[src/rtl/alu_cmd_sequencer.sv]
// Command sequencer for alu_8bit: owns a small register file, issues register-to-register
// ALU operations or immediate loads, waits out the ALU latency and returns a response.
module alu_cmd_sequencer #(
  parameter int unsigned DATA_W      = 8,
  parameter int unsigned NUM_REGS    = 4,
  parameter int unsigned ALU_LATENCY = 1,
  localparam int unsigned RA_W       = (NUM_REGS > 1) ? $clog2(NUM_REGS) : 1
) (
  input  logic              clk,
  input  logic              rst_n,
  input  logic              cmd_valid,
  output logic              cmd_ready,
  input  logic              cmd_load,
  input  logic [2:0]        cmd_op,
  input  logic [RA_W-1:0]   cmd_dst,
  input  logic [RA_W-1:0]   cmd_src_a,
  input  logic [RA_W-1:0]   cmd_src_b,
  input  logic [DATA_W-1:0] cmd_imm,
  output logic [DATA_W-1:0] alu_a,
  output logic [DATA_W-1:0] alu_b,
  output logic [2:0]        alu_opcode,
  input  logic [DATA_W-1:0] alu_result,
  input  logic              alu_carry,
  input  logic              alu_zero,
  output logic              rsp_valid,
  input  logic              rsp_ready,
  output logic [DATA_W-1:0] rsp_result,
  output logic              rsp_carry,
  output logic              rsp_zero,
  output logic [RA_W-1:0]   rsp_dst,
  input  logic [RA_W-1:0]   dbg_raddr,
  output logic [DATA_W-1:0] dbg_rdata
);

  localparam int unsigned CNT_W = (ALU_LATENCY > 0) ? $clog2(ALU_LATENCY + 1) : 1;

  typedef enum logic [1:0] {
    IDLE = 2'd0,
    WAIT = 2'd1,
    RESP = 2'd2
  } state_t;

  state_t              state;
  state_t              state_nxt;
  logic [CNT_W-1:0]    cnt;
  logic [RA_W-1:0]     dst_q;
  logic [DATA_W-1:0]   rf [NUM_REGS];

  logic                accept_alu;
  logic                accept_load;
  logic                capture;
  logic                cnt_dec;
  logic                rf_we;
  logic [RA_W-1:0]     rf_waddr;
  logic [DATA_W-1:0]   rf_wdata;

  // State register
  always_ff @(posedge clk or negedge rst_n) begin
    if (!rst_n) begin
      state <= IDLE;
    end else begin
      state <= state_nxt;
    end
  end

  // Next-state and datapath strobes
  always_comb begin
    state_nxt   = state;
    accept_alu  = 1'b0;
    accept_load = 1'b0;
    capture     = 1'b0;
    cnt_dec     = 1'b0;
    case (state)
      IDLE: begin
        if (cmd_valid) begin
          if (cmd_load) begin
            accept_load = 1'b1;
            state_nxt   = RESP;
          end else begin
            accept_alu  = 1'b1;
            state_nxt   = WAIT;
          end
        end
      end
      WAIT: begin
        if (cnt != '0) begin
          cnt_dec = 1'b1;
        end else begin
          capture   = 1'b1;
          state_nxt = RESP;
        end
      end
      RESP: begin
        if (rsp_ready) begin
          state_nxt = IDLE;
        end
      end
      default: begin
        state_nxt = IDLE;
      end
    endcase
  end

  assign cmd_ready = (state == IDLE);
  assign rsp_valid = (state == RESP);

  // A load writes the immediate at accept; an ALU op writes the captured result
  assign rf_we    = accept_load | capture;
  assign rf_waddr = accept_load ? cmd_dst : dst_q;
  assign rf_wdata = accept_load ? cmd_imm : alu_result;

  // ALU issue registers, latency counter and destination latch
  always_ff @(posedge clk or negedge rst_n) begin
    if (!rst_n) begin
      alu_a      <= '0;
      alu_b      <= '0;
      alu_opcode <= 3'd0;
      cnt        <= '0;
      dst_q      <= '0;
    end else begin
      if (accept_alu) begin
        alu_a      <= rf[cmd_src_a];
        alu_b      <= rf[cmd_src_b];
        alu_opcode <= cmd_op;
        cnt        <= CNT_W'(ALU_LATENCY);
        dst_q      <= cmd_dst;
      end else if (cnt_dec) begin
        cnt <= cnt - CNT_W'(1);
      end
    end
  end

  // Response registers
  always_ff @(posedge clk or negedge rst_n) begin
    if (!rst_n) begin
      rsp_result <= '0;
      rsp_carry  <= 1'b0;
      rsp_zero   <= 1'b0;
      rsp_dst    <= '0;
    end else begin
      if (accept_load) begin
        rsp_result <= cmd_imm;
        rsp_carry  <= 1'b0;
        rsp_zero   <= (cmd_imm == '0);
        rsp_dst    <= cmd_dst;
      end else if (capture) begin
        rsp_result <= alu_result;
        rsp_carry  <= alu_carry;
        rsp_zero   <= alu_zero;
        rsp_dst    <= dst_q;
      end
    end
  end

  // Register file
  always_ff @(posedge clk or negedge rst_n) begin
    if (!rst_n) begin
      for (int i = 0; i < int'(NUM_REGS); i++) begin
        rf[i] <= '0;
      end
    end else if (rf_we) begin
      rf[rf_waddr] <= rf_wdata;
    end
  end

  assign dbg_rdata = rf[dbg_raddr];

endmodule

[config.mk]
export PLATFORM = sky130hd
export DESIGN_NAME = alu_cmd_sequencer
export DESIGN_NICKNAME = d
export VERILOG_FILES = /design/src/rtl/alu_cmd_sequencer.sv
export SDC_FILE = /design/constraint.sdc
export NUM_CORES = 1
export LEC_CHECK = 0
export CORE_UTILIZATION = 40
export DETAILED_ROUTE_END_ITERATION = 12
export DONT_BUFFER_PORTS = 1
export PLACE_DENSITY = 0.58
export SYNTH_ARGS = -nofsm -noshare
export SYNTH_HDL_FRONTEND = slang
export SYNTH_SLANG_ARGS = --single-unit
[constraint.sdc]
create_clock -name clk -period 3.4 [get_ports clk]
set_input_delay 0.68 -clock clk [delete_from_list [all_inputs] [get_ports clk]]
set_output_delay 0.68 -clock clk [all_outputs]
set_load 0.005 [all_outputs]
==> impl_metrics.csv <==
group,metric,value,unit
logic_synthesis,synth_compound_area_frac,0.03370,
final_layout,fin_cells,319,
placed_design,hpwl,4.870,mm
final_layout,antenna_cells,0,
sta,hold_viol,0,
logic_synthesis,syn_nets,246,
logic_synthesis,synth.area.top_cells,"dfrtp_1 49%, mux2_2 21%, mux4_2 15%",
drt,routed_wl,6.835,mm
cts,clock-sinks,68,
global_route,grt_pass1_wl,10.89,mm
logic_synthesis,syn_avg_cell_area,16.46,um2
logic_synthesis,synthAdderAreaFrac,0,
critical_path,path_max_fanout,12,
drt,drtPass1Iterations,4,
sta,slew_headroom,0.5615,
drt,wire_per_inst,21.43,um
die,die_x,95.40,um
sta,tightest_slew,0.6578,ns
power,ir_worst_vdd,0.3620,mV
sta,skew,0.006201,ns
cts,clk_pin_slew_worst_paths,0.07,ns
cts,cts_max_path_buffers,2,
logic_synthesis,synth_flop_cell,"dfrtp_1",
logic_synthesis,synth_edf_count,0,
logic_synthesis,yosys.area.top_type,"dfrtp_1",
power,combPwrFrac,0.299,
sta,finalSetupViolCount,0,
logic_synthesis,synth_seq_cells,68,
final_layout,drive_gt1_frac,0.5421,
drt,drc,0,
die,die_y,95.40,um
global_route,grt_max_degree,69,
drt,first_iter_violations,50,
drt,ant_nets,0,
final_layout,regArea,1702,um2
sta,finalCriticalPeriod,1.969,ns
critical_path,path_class,"register to register",
power,clockPowerShare,0.200,
logic_synthesis,synth_cell_types,34,
sta,rsz0062_at_grt,"no",
final_layout,syn2layout_area_growth,6.346,%
critical_path,worst_ep_required_time,3.62,ns
flow_run,cap_viol_max_count,0,
logic_synthesis,synth_most_common_cell,"dfrtp_1",
logic_synthesis,syn_inst,212,
logic_synthesis,synth-xor-area-share,0,
sta,max_freq,507.8,MHz
power,power,3.233,mW
die,start_util,0.4184,
hold_path,worstHoldPathType,"input port to async pin",
power,seqPwrFrac,0.502,
cts,clock_latency,0.33,ns
global_route,grt-ovfl-total,0,
logic_synthesis,synthTopCellsByCount,"68 x dfrtp_1, 64 x mux2_2, 24 x mux4_2",
sta,finalCritPeriodShare,0.5792,
critical_path,r2r_start,"state[0]",
power,leakage,1.505,nW
sta,tns,0,ns
die,rows,33,
logic_synthesis,ys_seq_area_frac,0.4876,
logic_synthesis,syn_area,3490,um2
logic_synthesis,async_reset_ff_frac,1.000,
power,p_sw,0.9878,mW
critical_path,cp_data_arrival_time,2.19,ns
critical_path,critPathLaunchType,"register",
die,fp.coreArea,8341,um2
logic_synthesis,synth_warnings,0,
logic_synthesis,synth_top_family_by_area,"multiplexers",
final_layout,multi_input_area,1675,um2
outcome,status,"completed",
global_route,antenna_found_initial,0,
drt,drt-vias-per-instance,5.803,
final_layout,fillCellCount,762,
cts,numCtsBuffers,9,
cts,htree_num_levels,3,
die,die_area,9101,um2
power,power_density,871.2,nW/um2
sta,whs,0.02990,ns
placed_design,port_buffers,0,
placed_design,placed_cells,304,
die,pin_count,75,
cts,cts_setup_buffers,0,
cts,ctsResizeCount,0,
power,p_sw_frac,0.3055,
final_layout,post-route-util,0.4449,
cts,cts_tree,"done",
cts,postCtsHoldBufs,0,
cts,cts_root_buffer,"clkbuf_8",
global_route,grt_pass1_vias,1955,
critical_path,cp-end-kind,"register",
logic_synthesis,yosys.area.top_type_share,0.4876,
critical_path,crit_start,"state[0]",
sta,slew_violations,0,
placed_design,gp_congestion,0.7308,
final_layout,layout.nets,244,
power,p_int,2.245,mW
global_route,grtUsageTotal,0.1689,
logic_synthesis,synthMuxAreaShare,0.3966,
logic_synthesis,yosys.area_share.simple,0.04984,
drt,vias,1851,
critical path: stages (launching register included):
cell and delay, ns:
dfrtp_1 0.58, nor3b_2 0.41, a32o_1 0.48, mux2_2 0.39
per-stage QoR:
step                      cell area [um2]  worst slack, ns
after global placement               3527            1.417
after floorplan                      3490            1.280
after global routing                 3711            1.289
after detailed placement             3527            1.403
after CTS                            3711            1.414
final                                3711            1.431
kinds of logic (layout without fill, tap and decap cells):
kind of cell,after synthesis,count (layout)
buf+inv,17,19
mux,97,97
flops,68,68
compound gates,11,11
simple gates,19,19
area by class of cell:
| cell class | instances | share of cell area |
|---|---|---|
| Tap cell | 105 | 0.03540 |
| Clock buffer | 13 | 0.04012 |
| Multi-Input combinational cell | 127 | 0.4515 |
| Clock inverter | 2 | 0.009440 |
| Inverter | 3 | 0.003034 |
| Timing Repair Buffer | 1 | 0.002023 |
| Sequential cell | 68 | 0.4585 |
sequential cells by signal, indices dropped and copies added (netlist names), 2 cells and up:
name	cells
rsp_dst	2
rf	32
alu_opcode	3
rsp_result	8
alu_a	8
alu_b	8
state	2
dst_q	2
metal layers:
metal | wire, um | global-route usage
met1 | 3047 | 0.2170
met2 | 3244 | 0.2601
met3 | 444 | 0.05183
met4 | 97 | 0.08085
met5 | 0 | 0
worst paths after layout:
kind | endpoint | slack (ns) | depth (start not counted)
worst max-delay path | rf[19] | 1.43 | 3
worst min-delay path | alu_opcode[2] | 0.03 | 0
worst max register to register | rf[19] | 1.43 | 3
worst min register to register | alu_opcode[2] | 0.51 | 1
max in group asynchronous | rf[16] | 3.24 | 0
min in group clk | dst_q[1] | 0.46 | 2
cells in the final DEF, fill, tap and decap left out, types with 3 or more instances in the layout:
cell type,synthesis,final
nor2_1,3,3
dfrtp_1,68,68
clkbuf_8,0,10
mux4_2,24,24
mux2_2,64,64
inv_1,3,3
mux2_4,6,6
clkbuf_1,0,3
power by group through the flow:
stage          registers [mW]  clock network [mW]  logic (mW)
2_1_floorplan            1.48                   0       0.943
3_3_place_gp             1.63                   0       0.960
3_5_place_dp             1.65                   0       0.980
4_1_cts                  1.63               0.675       0.983
5_1_grt                  1.71               0.706        1.05
6_report                 1.62               0.645       0.965
Power figures use the tool's default switching activity.
